### src/rtl/msg_router_pkg.sv
`default_nettype none
// ============================================================================
// Module   : msg_router_pkg
// Purpose  : Shared constants and state encodings for the msg_router slice.
//            Holds the packet SYNC byte, the default destination count and
//            the RX/TX state enums used by the router FSMs.
// Revision : 1.0 - initial release
// ============================================================================
package msg_router_pkg;

    localparam logic [7:0] c_SYNC       = 8'hAA;
    localparam int         c_DEF_N_DEST = 10;

    typedef enum logic [1:0] {
        R_IDLE = 2'd0,
        R_ADDR = 2'd1,
        R_LEN  = 2'd2,
        R_DATA = 2'd3
    } rx_state_t;

    typedef enum logic [2:0] {
        T_IDLE = 3'd0,
        T_SYNC = 3'd1,
        T_ADDR = 3'd2,
        T_LEN  = 3'd3,
        T_DATA = 3'd4
    } tx_state_t;

endpackage
`default_nettype wire

### src/rtl/msg_router_if.sv
`default_nettype none
// ============================================================================
// Module   : msg_router_if
// Purpose  : Bundles the link-side byte streams and the destination-side
//            buses of msg_router.
//   master modport (router side):
//     in : rx_data, rx_valid, tx_ready, have_msg_bus, len_bus, slave_data_bus
//     out: tx_data, tx_valid, master_data, valid_bus, rdreq_bus, rx_err
//   slave modport: the same signals seen from the link/destination side.
// Revision : 1.0 - initial release
// ============================================================================
interface msg_router_if
    import msg_router_pkg::*;
#(
    parameter int N_DEST = c_DEF_N_DEST
) ();

    logic [7:0]          rx_data;
    logic                rx_valid;
    logic [7:0]          tx_data;
    logic                tx_valid;
    logic                tx_ready;
    logic [7:0]          master_data;
    logic [N_DEST-1:0]   valid_bus;
    logic [N_DEST-1:0]   have_msg_bus;
    logic [8*N_DEST-1:0] len_bus;
    logic [8*N_DEST-1:0] slave_data_bus;
    logic [N_DEST-1:0]   rdreq_bus;
    logic                rx_err;

    modport master (
        input  rx_data, rx_valid, tx_ready, have_msg_bus, len_bus, slave_data_bus,
        output tx_data, tx_valid, master_data, valid_bus, rdreq_bus, rx_err
    );

    modport slave (
        output rx_data, rx_valid, tx_ready, have_msg_bus, len_bus, slave_data_bus,
        input  tx_data, tx_valid, master_data, valid_bus, rdreq_bus, rx_err
    );

endinterface
`default_nettype wire

### src/rtl/msg_router_rr_arbiter.sv
`default_nettype none
// ============================================================================
// Module   : rr_arbiter
// Purpose  : Round-robin arbiter. Searches req starting at the pointer,
//            returns a one-hot grant plus its index, and moves the pointer
//            to (index + 1) mod N when accept is high and a grant exists.
// Ports    : clk, n_rst (async, active-low), req[N], accept,
//            grant[N] (one-hot), idx[IW], any (some request present)
// Revision : 1.0 - initial release
// ============================================================================
module rr_arbiter #(
    parameter int N  = 10,
    parameter int IW = 4
) (
    input  wire logic          clk,
    input  wire logic          n_rst,
    input  wire logic [N-1:0]  req,
    input  wire logic          accept,
    output logic      [N-1:0]  grant,
    output logic      [IW-1:0] idx,
    output logic               any
);

    logic [IW-1:0] r_ptr;
    logic [N-1:0]  w_grant;
    logic [IW-1:0] w_idx;
    logic          w_any;
    logic [IW:0]   w_pos;

    // Rotating priority: candidate i is (ptr + i) mod N, first hit wins.
    always_comb begin
        w_grant = '0;
        w_idx   = '0;
        w_any   = 1'b0;
        w_pos   = '0;
        for (int i = 0; i < N; i++) begin
            w_pos = {1'b0, r_ptr} + (IW+1)'(i);
            if (w_pos >= (IW+1)'(N)) begin
                w_pos = w_pos - (IW+1)'(N);
            end
            if (!w_any && req[w_pos[IW-1:0]]) begin
                w_any                   = 1'b1;
                w_grant[w_pos[IW-1:0]]  = 1'b1;
                w_idx                   = w_pos[IW-1:0];
            end
        end
    end

    always_ff @(posedge clk or negedge n_rst) begin
        if (!n_rst) begin
            r_ptr <= '0;
        end else if (accept && w_any) begin
            r_ptr <= (w_idx == IW'(N-1)) ? '0 : w_idx + 1'b1;
        end
    end

    assign grant = w_grant;
    assign idx   = w_idx;
    assign any   = w_any;

endmodule
`default_nettype wire

### src/rtl/msg_router.sv
`default_nettype none
// ============================================================================
// Module   : msg_router
// Purpose  : Byte-stream packet router. RX parses SYNC/ADDR/LEN/payload
//            packets and strobes each payload byte to one destination.
//            TX polls destinations round-robin and serialises their
//            responses into packets of the same format.
// Ports    : clk, n_rst (async, active-low), bus (msg_router_if.master)
// Params   : N_DEST destinations, TIMEOUT RX inter-byte timeout (cycles)
// Options  : MSG_ROUTER_TIMEOUT_EN - build the RX inter-byte timeout
// Revision : 1.0 - initial release
// ============================================================================
module msg_router
    import msg_router_pkg::*;
#(
    parameter int N_DEST  = c_DEF_N_DEST,
    parameter int TIMEOUT = 1000
) (
    input  wire logic   clk,
    input  wire logic   n_rst,
    msg_router_if.master bus
);

    localparam int         c_IW       = (N_DEST > 1) ? $clog2(N_DEST) : 1;
    localparam logic [8:0] c_N_DEST_9 = 9'(N_DEST);

    // ---------------------------------------------------------------- RX
    rx_state_t           r_rx_state;
    logic [7:0]          r_rx_addr;
    logic [7:0]          r_rx_cnt;
    logic                r_drop;
    logic [7:0]          r_master_data;
    logic [N_DEST-1:0]   r_valid_bus;
    logic                r_rx_err;
    logic                w_timeout;
    logic [N_DEST-1:0]   w_rx_onehot;

    assign w_rx_onehot = {{(N_DEST-1){1'b0}}, 1'b1} << r_rx_addr;

`ifdef MSG_ROUTER_TIMEOUT_EN
    localparam int c_TO_W = $clog2(TIMEOUT + 1);
    logic [c_TO_W-1:0] r_to_cnt;

    // Counts idle cycles inside a packet; any received byte restarts it.
    always_ff @(posedge clk or negedge n_rst) begin
        if (!n_rst) begin
            r_to_cnt <= '0;
        end else if (bus.rx_valid || (r_rx_state == R_IDLE)) begin
            r_to_cnt <= '0;
        end else if (!w_timeout) begin
            r_to_cnt <= r_to_cnt + 1'b1;
        end
    end

    // A byte arriving in the expiry cycle still counts as on time.
    assign w_timeout = (r_rx_state != R_IDLE) && !bus.rx_valid &&
                       (r_to_cnt == c_TO_W'(TIMEOUT));
`else
    // No timeout in this build: a partial packet waits indefinitely.
    assign w_timeout = (TIMEOUT < 0);
`endif

    always_ff @(posedge clk or negedge n_rst) begin
        if (!n_rst) begin
            r_rx_state    <= R_IDLE;
            r_rx_addr     <= '0;
            r_rx_cnt      <= '0;
            r_drop        <= 1'b0;
            r_master_data <= '0;
            r_valid_bus   <= '0;
            r_rx_err      <= 1'b0;
        end else begin
            r_valid_bus <= '0;
            r_rx_err    <= 1'b0;
            if (w_timeout) begin
                r_rx_state <= R_IDLE;
                r_rx_err   <= 1'b1;
            end else if (bus.rx_valid) begin
                case (r_rx_state)
                    R_IDLE: begin
                        if (bus.rx_data == c_SYNC) begin
                            r_rx_state <= R_ADDR;
                        end
                    end
                    R_ADDR: begin
                        r_rx_addr  <= bus.rx_data;
                        r_drop     <= ({1'b0, bus.rx_data} >= c_N_DEST_9);
                        r_rx_err   <= ({1'b0, bus.rx_data} >= c_N_DEST_9);
                        r_rx_state <= R_LEN;
                    end
                    R_LEN: begin
                        r_rx_cnt   <= bus.rx_data;
                        r_rx_state <= (bus.rx_data == 8'h00) ? R_IDLE : R_DATA;
                    end
                    R_DATA: begin
                        r_master_data <= bus.rx_data;
                        if (!r_drop) begin
                            r_valid_bus <= w_rx_onehot;
                        end
                        r_rx_cnt <= r_rx_cnt - 1'b1;
                        if (r_rx_cnt == 8'd1) begin
                            r_rx_state <= R_IDLE;
                        end
                    end
                    default: r_rx_state <= R_IDLE;
                endcase
            end
        end
    end

    assign bus.master_data = r_master_data;
    assign bus.valid_bus   = r_valid_bus;
    assign bus.rx_err      = r_rx_err;

    // ---------------------------------------------------------------- TX
    tx_state_t           r_tx_state;
    logic [c_IW-1:0]     r_tx_idx;
    logic [N_DEST-1:0]   r_tx_grant;
    logic [7:0]          r_tx_cnt;
    logic [N_DEST-1:0]   w_arb_grant;
    logic [c_IW-1:0]     w_arb_idx;
    logic                w_arb_any;
    logic [7:0]          w_arb_len;
    logic [7:0]          w_head;
    logic [7:0]          w_tx_data;
    logic                w_tx_valid;
    logic                w_hs;

    rr_arbiter #(
        .N  (N_DEST),
        .IW (c_IW)
    ) u_arb (
        .clk    (clk),
        .n_rst  (n_rst),
        .req    (bus.have_msg_bus),
        .accept (r_tx_state == T_IDLE),
        .grant  (w_arb_grant),
        .idx    (w_arb_idx),
        .any    (w_arb_any)
    );

    // Length of the candidate being granted and head byte of the destination
    // currently being served.
    always_comb begin
        w_arb_len = '0;
        w_head    = '0;
        for (int i = 0; i < N_DEST; i++) begin
            if (w_arb_idx == c_IW'(i)) begin
                w_arb_len = bus.len_bus[8*i +: 8];
            end
            if (r_tx_idx == c_IW'(i)) begin
                w_head = bus.slave_data_bus[8*i +: 8];
            end
        end
    end

    assign w_tx_valid = (r_tx_state != T_IDLE);
    assign w_hs       = w_tx_valid && bus.tx_ready;

    // Payload bytes come straight from the show-ahead head so that a pop in
    // the handshake cycle exposes the next byte for the following cycle.
    always_comb begin
        w_tx_data = 8'h00;
        case (r_tx_state)
            T_SYNC:  w_tx_data = c_SYNC;
            T_ADDR:  w_tx_data = 8'(r_tx_idx);
            T_LEN:   w_tx_data = r_tx_cnt;
            T_DATA:  w_tx_data = w_head;
            default: w_tx_data = 8'h00;
        endcase
    end

    always_ff @(posedge clk or negedge n_rst) begin
        if (!n_rst) begin
            r_tx_state <= T_IDLE;
            r_tx_idx   <= '0;
            r_tx_grant <= '0;
            r_tx_cnt   <= '0;
        end else begin
            case (r_tx_state)
                T_IDLE: begin
                    if (w_arb_any) begin
                        r_tx_idx   <= w_arb_idx;
                        r_tx_grant <= w_arb_grant;
                        r_tx_cnt   <= w_arb_len;
                        r_tx_state <= T_SYNC;
                    end
                end
                T_SYNC: if (w_hs) r_tx_state <= T_ADDR;
                T_ADDR: if (w_hs) r_tx_state <= T_LEN;
                T_LEN: begin
                    if (w_hs) begin
                        r_tx_state <= (r_tx_cnt == 8'h00) ? T_IDLE : T_DATA;
                    end
                end
                T_DATA: begin
                    if (w_hs) begin
                        r_tx_cnt <= r_tx_cnt - 1'b1;
                        if (r_tx_cnt == 8'd1) begin
                            r_tx_state <= T_IDLE;
                        end
                    end
                end
                default: r_tx_state <= T_IDLE;
            endcase
        end
    end

    assign bus.tx_valid  = w_tx_valid;
    assign bus.tx_data   = w_tx_data;
    assign bus.rdreq_bus = ((r_tx_state == T_DATA) && w_hs) ? r_tx_grant : '0;

endmodule
`default_nettype wire

### src/flat_wrapper.sv
// flat-port wrapper written by rule: the top's interface ports become plain ports
module msg_router_flat import msg_router_pkg::*;
#(
    parameter int N_DEST  = c_DEF_N_DEST,
    parameter int TIMEOUT = 1000
)
  (clk, n_rst, bus_rx_data, bus_rx_valid, bus_tx_ready, bus_have_msg_bus, bus_len_bus, bus_slave_data_bus, bus_tx_data, bus_tx_valid, bus_master_data, bus_valid_bus, bus_rdreq_bus, bus_rx_err);
  msg_router_if #(.N_DEST(N_DEST)) bus_i ();
  input  wire logic clk;
  input  wire logic n_rst;
  input wire logic [$bits(bus_i.rx_data)-1:0] bus_rx_data;
  input wire logic [$bits(bus_i.rx_valid)-1:0] bus_rx_valid;
  input wire logic [$bits(bus_i.tx_ready)-1:0] bus_tx_ready;
  input wire logic [$bits(bus_i.have_msg_bus)-1:0] bus_have_msg_bus;
  input wire logic [$bits(bus_i.len_bus)-1:0] bus_len_bus;
  input wire logic [$bits(bus_i.slave_data_bus)-1:0] bus_slave_data_bus;
  output wire logic [$bits(bus_i.tx_data)-1:0] bus_tx_data;
  output wire logic [$bits(bus_i.tx_valid)-1:0] bus_tx_valid;
  output wire logic [$bits(bus_i.master_data)-1:0] bus_master_data;
  output wire logic [$bits(bus_i.valid_bus)-1:0] bus_valid_bus;
  output wire logic [$bits(bus_i.rdreq_bus)-1:0] bus_rdreq_bus;
  output wire logic [$bits(bus_i.rx_err)-1:0] bus_rx_err;
  assign bus_i.rx_data = bus_rx_data;
  assign bus_i.rx_valid = bus_rx_valid;
  assign bus_i.tx_ready = bus_tx_ready;
  assign bus_i.have_msg_bus = bus_have_msg_bus;
  assign bus_i.len_bus = bus_len_bus;
  assign bus_i.slave_data_bus = bus_slave_data_bus;
  assign bus_tx_data = bus_i.tx_data;
  assign bus_tx_valid = bus_i.tx_valid;
  assign bus_master_data = bus_i.master_data;
  assign bus_valid_bus = bus_i.valid_bus;
  assign bus_rdreq_bus = bus_i.rdreq_bus;
  assign bus_rx_err = bus_i.rx_err;
  msg_router #(.N_DEST(N_DEST), .TIMEOUT(TIMEOUT)) u_core (.clk(clk), .n_rst(n_rst), .bus(bus_i));
endmodule
### config.mk
export PLATFORM = sky130hd
export DESIGN_NAME = msg_router_flat
export DESIGN_NICKNAME = d
export VERILOG_FILES = /design/src/rtl/msg_router_pkg.sv /design/src/rtl/msg_router_if.sv /design/src/rtl/msg_router_rr_arbiter.sv /design/src/rtl/msg_router.sv /design/src/flat_wrapper.sv
export SDC_FILE = /design/constraint.sdc
export NUM_CORES = 1
export LEC_CHECK = 0
export ABC_AREA = 1
export CORE_ASPECT_RATIO = 1.4
export CORE_UTILIZATION = 66
export DETAILED_ROUTE_END_ITERATION = 7
export DONT_BUFFER_PORTS = 1
export GPL_ROUTABILITY_DRIVEN = 0
export PLACE_DENSITY = 0.86
export REMOVE_ABC_BUFFERS = 1
export SYNTH_ARGS = -nofsm -noshare
export SYNTH_HDL_FRONTEND = slang
export SYNTH_SLANG_ARGS = --single-unit
### constraint.sdc
create_clock -name clk -period 4.9 [get_ports clk]
set_input_delay 0.98 -clock clk [delete_from_list [all_inputs] [get_ports clk]]
set_output_delay 0.98 -clock clk [all_outputs]
set_load 0.02 [all_outputs]
# Yosys cells after proc, flatten, opt, wreduce, memory -nomap -nowiden
# Index checks and enable logic that the tools add are counted.
dict set report classes {
  n_lt_le_gt_ge 31
  n_mul 0
  div 0
  n_mux 124
  n_eq_ne 36
  n_addsub 22
  bitwise 9
  shifts 1
  n_reduce_logical 47
}
# cell n
set op_table {}
lappend op_table {{8-bit two-way mux} 22}
lappend op_table {{10-bit two-way mux} 14}
lappend op_table {{10-bit bitwise OR} 9}
lappend op_table {{4-bit two-way mux} 21}
lappend op_table {{4-bit by 5-bit < comparator with 1-bit output (second input constant)} 10}
lappend op_table {{5-bit by 4-bit greater-or-equal comparator with 1-bit output (second input constant)} 9}
lappend op_table {{1-bit binary-select mux with 4-bit select} 10}
lappend op_table {{1-bit demux with 4-bit select} 10}
lappend op_table {{4-bit by 1-bit greater-or-equal comparator with 1-bit output (second input constant)} 10}
lappend op_table {{4-bit subtractor (second input constant)} 10}
lappend op_table {{4-bit by 3-bit == test with 1-bit output (second input constant)} 8}
lappend op_table {{1-bit two-way mux} 32}
lappend op_table {{8-bit one-hot mux with 2 select lines} 2}
lappend op_table {{8-bit one-hot mux with 4 select lines} 1}
lappend op_table {{1-bit logical AND} 22}
lappend op_table {{3-bit two-way mux} 7}
lappend op_table {{4-bit by 3-bit adder with 5-bit output (second input constant)} 4}
lappend op_table {{4-bit by 2-bit == test with 1-bit output (second input constant)} 4}
lappend op_table {{4-bit == test (second input constant)} 4}
lappend op_table {{8-bit by 1-bit == test with 1-bit output (second input constant)} 2}
lappend op_table {{8-bit zero test} 2}
lappend op_table {{2-bit by 1-bit inequality test with 1-bit output (second input constant)} 8}
lappend op_table {{8-bit by 1-bit subtractor with 8-bit output (second input constant)} 2}
lappend op_table {{3-bit one-hot mux with 5 select lines} 1}
lappend op_table {{other kinds (25)} 46}
dict set report word_totals {
  word_cells 282
  in_bits 182
  n_memories 0
  mem_bits_ro 0
  mem_bits_rw 0
  ff_bits 67
  latchBits 0
  output_inout_bits 38
}

# Longest topological paths before layout
# Gate-level depths: netlist (run 1).
dict set report depth {
  word_depth 45
  depth_mapped 37
}

# Cells and area by module
# A second synthesis (run 1) with hierarchy kept.
dict set report hier_totals {
  cells_unflattened 1405
  hier_area_um2 8054.0
}
# mod cells_per_inst area_per_inst_um2 n_inst
set modules_own_cells {}
lappend modules_own_cells {msg_router 734 4669.5 1}
lappend modules_own_cells {rr_arbiter 671 3384.5 1}

# Worst setup path after synthesis (run 1)
# No wires, ideal clock.
dict set report synth_path {
  path_kind {register -> register}
  start {register u_core.u_arb.r_ptr[0]}
  end {register u_core.r_tx_cnt[2]}
  synth_period_minus_slack_ns 4.322
  arrival_ns 4.198
  t_required_ns 4.776
  stages_incl_launch_ff 34
  path_slack_ns 0.578
  setup_ns 0.124
  path_cell_list {dfrtp_1 > inv_2 > buf_2 > clkbuf_1 > ha_1 > inv_1 > ha_1 > nand2_1 > nand2_2 > nand2_1 > nand2_2 > nand2_2 > nand2_1 > nand3_1 > nand3_4 > nand2_4 > nor2_4 > nand4_4 > nor2_4 > nand3_2 > nand2_1 > nand2_2 > nand2_8 > nor2_2 > nand2_2 > inv_2 > nand2_1 > nand3_1 > nor2_1 > nand4_1 > nor2_1 > nand3_1 > nand2_1 > o21ai_1}
}
dict set report synth_via {
  elab_chain_cells 45
  elab_cells_between_ends 121
  cone_classes {19 x add/sub; 10 x order compare; 10 x eq/ne; 62 x mux; 20 x reduce/logical}
}
# item line_no
set synth_lines {}
lappend synth_lines {{start: declaration} msg_router_rr_arbiter.sv:24} ;# logic [IW-1:0] r_ptr;
lappend synth_lines {{start signal: assignment} msg_router_rr_arbiter.sv:53} ;# r_ptr <= (w_idx == IW'(N-1)) ? '0 : w_idx + 1'b1;
lappend synth_lines {{parallel branches: the longest is 45 deep, another holds 4-bit by 1-bit adder with 5-bit output} --}
lappend synth_lines {{end signal: assignment} msg_router.sv:185} ;# r_tx_cnt <= w_arb_len;
lappend synth_lines {{end signal: assignment} msg_router.sv:198} ;# r_tx_cnt <= r_tx_cnt - 1'b1;
lappend synth_lines {{end: declaration} msg_router.sv:119} ;# logic [7:0] r_tx_cnt;
# Several ways; the timed one is not identified. The select of a mux whose other input is x is not followed.
# A chain may end at the register's enable or synchronous reset.

# Worst setup path after layout (run 1)
dict set report layout_path {
  start {register u_core.u_arb.r_ptr[1]}
  end {register u_core.r_tx_cnt[7]}
}
# Same word-level chain as after synthesis.

==> run metrics, run 1 <==
status=finished clean; Syn Inst Count=1262; Area Growth Syn to Fin=7.27%; final hold viol count=0; post-synth top area share=0.222; Critical Path AT=4800 ps; routed wire length on met3=2060 microns; most frequent cells after synthesis=nand2_1 (319), inv_1 (163), nor2_1 (157); number of max-cap violations=0; row count=45; DR top layer=met4; Core ar.=0.0110 sq mm; #FFs+latches synth=67; Post-Syn Area=0.00755 sq mm; I/O pin count=220; total number of vias=8809; Crit Path Max Fanout=11; DRC=0; syn avg cell area=5.99 sq um; pre-CTS setup slack=204 ps; largest net degree at the start of global routing=68; Total GRT Usage=0.391; hpwl dp=19000 microns; share of layout cells above drive strength 1=0.0902; placed insts=1401; Async S/R FF share, synth=1.00; vias per cell=6.22; cell taking the most area after synthesis=dfrtp_1; wire per inst=17.1 microns; grt ovf=0; Die Ht=129 microns; Initial Utilization=0.688; Routed Antenna Nets=0; Hold Crit Class=input pin to async pin; cts bufs inserted=9; M1 WL=8870 microns; nature of the critical path startpoint=register; antenna cells=0; CP required=5110 ps; Port Buffer Count=0; top-count cell post-synth=nand2_1; Post-Layout Cell Count=1416; TritonRoute pass-1 iters=6; Critical Setup Path Class=register to register; period utilization=0.936; dominant cells by area after synthesis=dfrtp_1 (22%), nand2_1 (16%), nand3_1 (9.3%), inv_1 (8.1%), nor2_1 (7.8%); endpoint class of the critical path=register; Die X=92.4 microns; Setup WS post-layout=316 ps; CTS tree=yes; Post-CTS Setup Inserts=0; worst-margin pin slew=924 ps; crit-path most repeated cell=nand2_1; Worst path max stage delay=420 ps; CTS Hold Bufs=0; fin nets=1480; unique cell type count in the Yosys netlist=56; number of global-route vias before repair=7885; die footprint=0.0119 sq mm; overall routed net length=24200 microns; Post-synth EDFFs=0; prevailing post-synth register cell=dfrtp_1; sequential-to-total area share from yosys stat=0.222; max-slew violation count=0; Starting DRT DRC Count=887; clk slew on worst S/H paths=60 ps; YS warnings=0; CTS max path bufs=2; min cycle time layout=4580 ps; CTS root buffer=clkbuf_16; antenna violations before repair=0; latest clock arrival within the worst-skew pair=330 ps; met2 wire len=11900 microns; first-pass GRT wire length=36700 microns; # H-tree levels=3; Design Area, Final=0.00810 sq mm; slowest CP cell=dfrtp_1; skew final=5.90 ps; endpoints failing setup=0; achievable clock frequency=0.218 GHz; Placed Area=0.00775 sq mm; clock sinks=67; slew margin rel.=0.380
-- worst max-delay path: cells and delay by family (launching register included) --
kind | cells | cell delay, ps
adder cells (fa/ha/maj) | 2 | 540
flip-flops | 1 | 420
AND/OR/NAND/NOR | 22 | 2740
buffers and inverters | 3 | 430
AO/OA/AOI/OAI | 2 | 340
-- final timing paths --
check,start,cells after the start,endpoint,slack [ps]
max,u_core.u_arb.r_ptr[1],29,u_core.r_tx_cnt[7],320
min reg2reg,u_core.r_rx_addr[2],2,u_core.r_rx_addr[2],510
min,n_rst,0,u_core.r_tx_cnt[2],340
max in group asynchronous,n_rst,0,u_core.r_rx_cnt[5],4440
min in group clk,u_core.r_rx_addr[2],2,u_core.r_rx_addr[2],510
max reg2reg,u_core.u_arb.r_ptr[1],29,u_core.r_tx_cnt[7],320
-- what timing repair did --
action	CTS	global route
hold endpoints to repair	0	0
gates resized for setup	0	7
endpoints found under the setup margin	0	8
-- registers in the layout (all words and copies together) (netlist names) --
| name | flops |
|---|---|
| u_core.r_drop | 1 |
| u_core.r_tx_state | 3 |
| u_core.u_arb.r_ptr | 4 |
| u_core.r_rx_state | 2 |
| u_core.r_tx_grant | 10 |
| u_core.bus.rx_err | 1 |
| u_core.r_tx_cnt | 8 |
| u_core.bus.valid_bus | 10 |
| u_core.bus.master_data | 8 |
| u_core.r_rx_cnt | 8 |
| u_core.r_rx_addr | 8 |
| u_core.r_tx_idx | 4 |
-- metal layers --
layer	global-route usage	up-vias
li1	-	4202
met1	0.443	3989
met2	0.685	499
met3	0.0638	119
met4	0.235	0
met5	0	-
-- stage by stage --
step | TNS, ps | hold slack, ps | utilization
2_1_floorplan | 0 | 470 | -
3_3_place_gp | 0 | 494 | 0.706
3_5_place_dp | 0 | 501 | 0.706
4_1_cts | 0 | 335 | 0.736
5_1_grt | -19.0 | 330 | 0.738
6_report | 0 | 338 | 0.738
-- area by class of cell --
type	instances	area, sq um
multi-input combinational	991	5090
sequential	67	1680
inverter	186	708
fill	994	2880
tap	141	176
timing repair buffer	16	120
clock buffer	10	229
clock inverter	5	103
-- cells by family (layout without fill, tap and decap cells) --
logic type               Yosys count  after routing  synth area share
AO/OA/AOI/OAI                    221            221             0.168
XOR/XNOR                          11             11            0.0147
adder cells (fa/ha/maj)           27             27            0.0457
buffers and inverters            204            217             0.107
flip-flops                        67             67             0.222
AND/OR/NAND/NOR                  732            732             0.443
-- cells in the final DEF, fill, tap and decap left out, types with 4 or more instances in the layout --
cell type,instances
o2111ai_1,4
inv_1,162
nor4_1,7
a31oi_1,8
nand3_1,141
o21ai_0,100
o221ai_1,4
a21oi_1,51
o21ai_1,13
dfrtp_1,65
nor2_1,157
nand2_4,4
ha_1,25
xor2_1,5
nand3_2,7
nor2_4,8
nor2_2,10
nor3_1,17
nand2_2,21
nand4_1,29
inv_2,15
clkbuf_16,9
o22ai_1,7
nand2_1,319
o211ai_1,6
clkinv_1,5
buf_4,16
a221oi_1,7
Power of run 1 is not shown: default switching activity piles up to over one toggle a cycle in this logic, so the estimate is an artifact.
==> run 2: changes to the inputs <==
--- a/config.mk
+++ b/config.mk
@@ -7,11 +7,11 @@
 export LEC_CHECK = 0
 export ABC_AREA = 1
 export CORE_ASPECT_RATIO = 1.4
-export CORE_UTILIZATION = 66
+export CORE_UTILIZATION = 70
 export DETAILED_ROUTE_END_ITERATION = 7
 export DONT_BUFFER_PORTS = 1
 export GPL_ROUTABILITY_DRIVEN = 0
-export PLACE_DENSITY = 0.86
+export PLACE_DENSITY = 0.9
 export REMOVE_ABC_BUFFERS = 1
 export SYNTH_ARGS = -nofsm -noshare
 export SYNTH_HDL_FRONTEND = slang
==> constraint.sdc (replaced) <==
create_clock -name clk -period 5.75 [get_ports clk]
set_input_delay 1.15 -clock clk [delete_from_list [all_inputs] [get_ports clk]]
set_output_delay 1.15 -clock clk [all_outputs]
set_load 0.02 [all_outputs]
==> run 2 against run 1 <==
Compared with the run above:
- hold slack gained 160 ps
- die area shrank 5.6%
- cell area decreased by 1.6%
- setup slack better by 400 ps
==> run metrics, run 2 (synthesis results as in run 1) <==
Initial Utilization=0.722; # H-tree levels=3; nature of the critical path startpoint=register; endpoints failing setup=0; Core ar.=0.0105 sq mm; Hold Crit Class=input pin to async pin; Routed Antenna Nets=0; delay-heaviest family, CP=simple AND/OR/NAND/NOR gates; RSZ-0062 raised after global routing=false; worst-margin pin slew=1080 ps; Port Buffer Count=0; CTS max path bufs=2; endpoint class of the critical path=register; Total GRT Usage=0.429; post_cts resized=0; final hold viol count=0; period utilization=0.875; max-slew violation count=0; I/O pin count=220; Post-CTS Setup Inserts=0; fin nets=1468; crit-path most repeated cell=nand2_1; R2R Path Start=u_core.u_arb.r_ptr[0]; achievable clock frequency=0.199 GHz; filler instances=878; commonest non-fill, non-tap cell in the layout=nand2_1; R2R setup slack=720 ps; Die Ht=125 microns; total number of vias=8968; hpwl dp=19000 microns; vias per cell=6.40; reg2reg path depth=28; slowest CP cell=ha_1; Starting DRT DRC Count=1019; TritonRoute pass-1 iters=8; die footprint=0.0112 sq mm; wire per inst=17.4 microns; min cycle time layout=5030 ps; reg2reg end=u_core.r_tx_cnt[5]; CP required=5960 ps; first-pass GRT wire length=38800 microns; Critical Setup Path Class=register to register; number of max-cap violations=0; overall routed net length=24400 microns; commonest cells after routing, fill and taps aside=nand2_1 (319), inv_1 (163), nor2_1 (157); row count=44; Area Growth Syn to Fin=5.52%; Worst path max stage delay=460 ps; cts bufs inserted=9; DRC=0; clk slew on worst S/H paths=60 ps; CTS Hold Bufs=0; Die X=89.8 microns; CTS root buffer=clkbuf_16; skew final=10.8 ps; latest clock arrival within the worst-skew pair=340 ps; share of layout cells above drive strength 1=0.0807; number of global-route vias before repair=8317; antenna cells=0; status=finished clean; largest net degree at the start of global routing=68; setup_tns=0 ps; Critical Path AT=5240 ps; clock sinks=67; slew margin rel.=0.277; antenna violations before repair=0; CTS tree=yes; grt ovf=0; Crit Path Max Fanout=21; Buf/Inv on CP=3
-- run 2: cell count changes in the layout (fill, tap and decap cells not counted), sizes merged --
| cell | previous run | this run |
|---|---|---|
| bufinv | 3 | 1 |
| clkbuf | 10 | 9 |
| clkinv | 7 | 6 |
| inv | 179 | 184 |
| buf | 16 | 4 |
-- run 2: through the flow --
step                utilization  setup WS [ps]  hold WS [ps]  cells  instance area (sq um)
floorplan                     -           1020           470   1244                   7450
global placement          0.732            840           494   1386                   7660
detailed placement        0.732            697           490   1386                   7660
CTS                       0.761            606           502   1402                   7970
global route              0.762            230           498   1402                   7970
finish                    0.762            719           503   1402                   7970
-- run 2: area by class of cell --
class                      instances  area, sq um  share of cell area
inverter                         186          708              0.0889
clock buffer                       9          225              0.0283
tap                              138          173              0.0217
clock inverter                     7         83.8              0.0105
sequential                        67         1680               0.211
timing repair buffer               4         30.0             0.00377
multi-input combinational        991         5070               0.636
-- run 2: how the worst max path moves through the flow --
stage | start | to | depth (start not counted)
finish | u_core.u_arb.r_ptr[0] | u_core.r_tx_cnt[5] | 28
global route | u_core.u_arb.r_ptr[0] | u_core.r_tx_cnt[5] | 28
CTS | u_core.u_arb.r_ptr[1] | u_core.r_tx_grant[8] | 22
detailed placement | u_core.u_arb.r_ptr[1] | u_core.r_tx_grant[6] | 22
global placement | u_core.u_arb.r_ptr[1] | u_core.r_tx_cnt[5] | 24
floorplan | u_core.u_arb.r_ptr[0] | u_core.r_tx_cnt[2] | 31
-- run 2: layer usage --
layer	share of wire	global-route usage	vias to the layer above
met5	0	0	-
met3	0.11	0.0897	163
met2	0.48	0.731	653
li1	-	-	4171
met1	0.35	0.483	3981
met4	0.068	0.281	0
Power of run 2 is left out for the same reason.
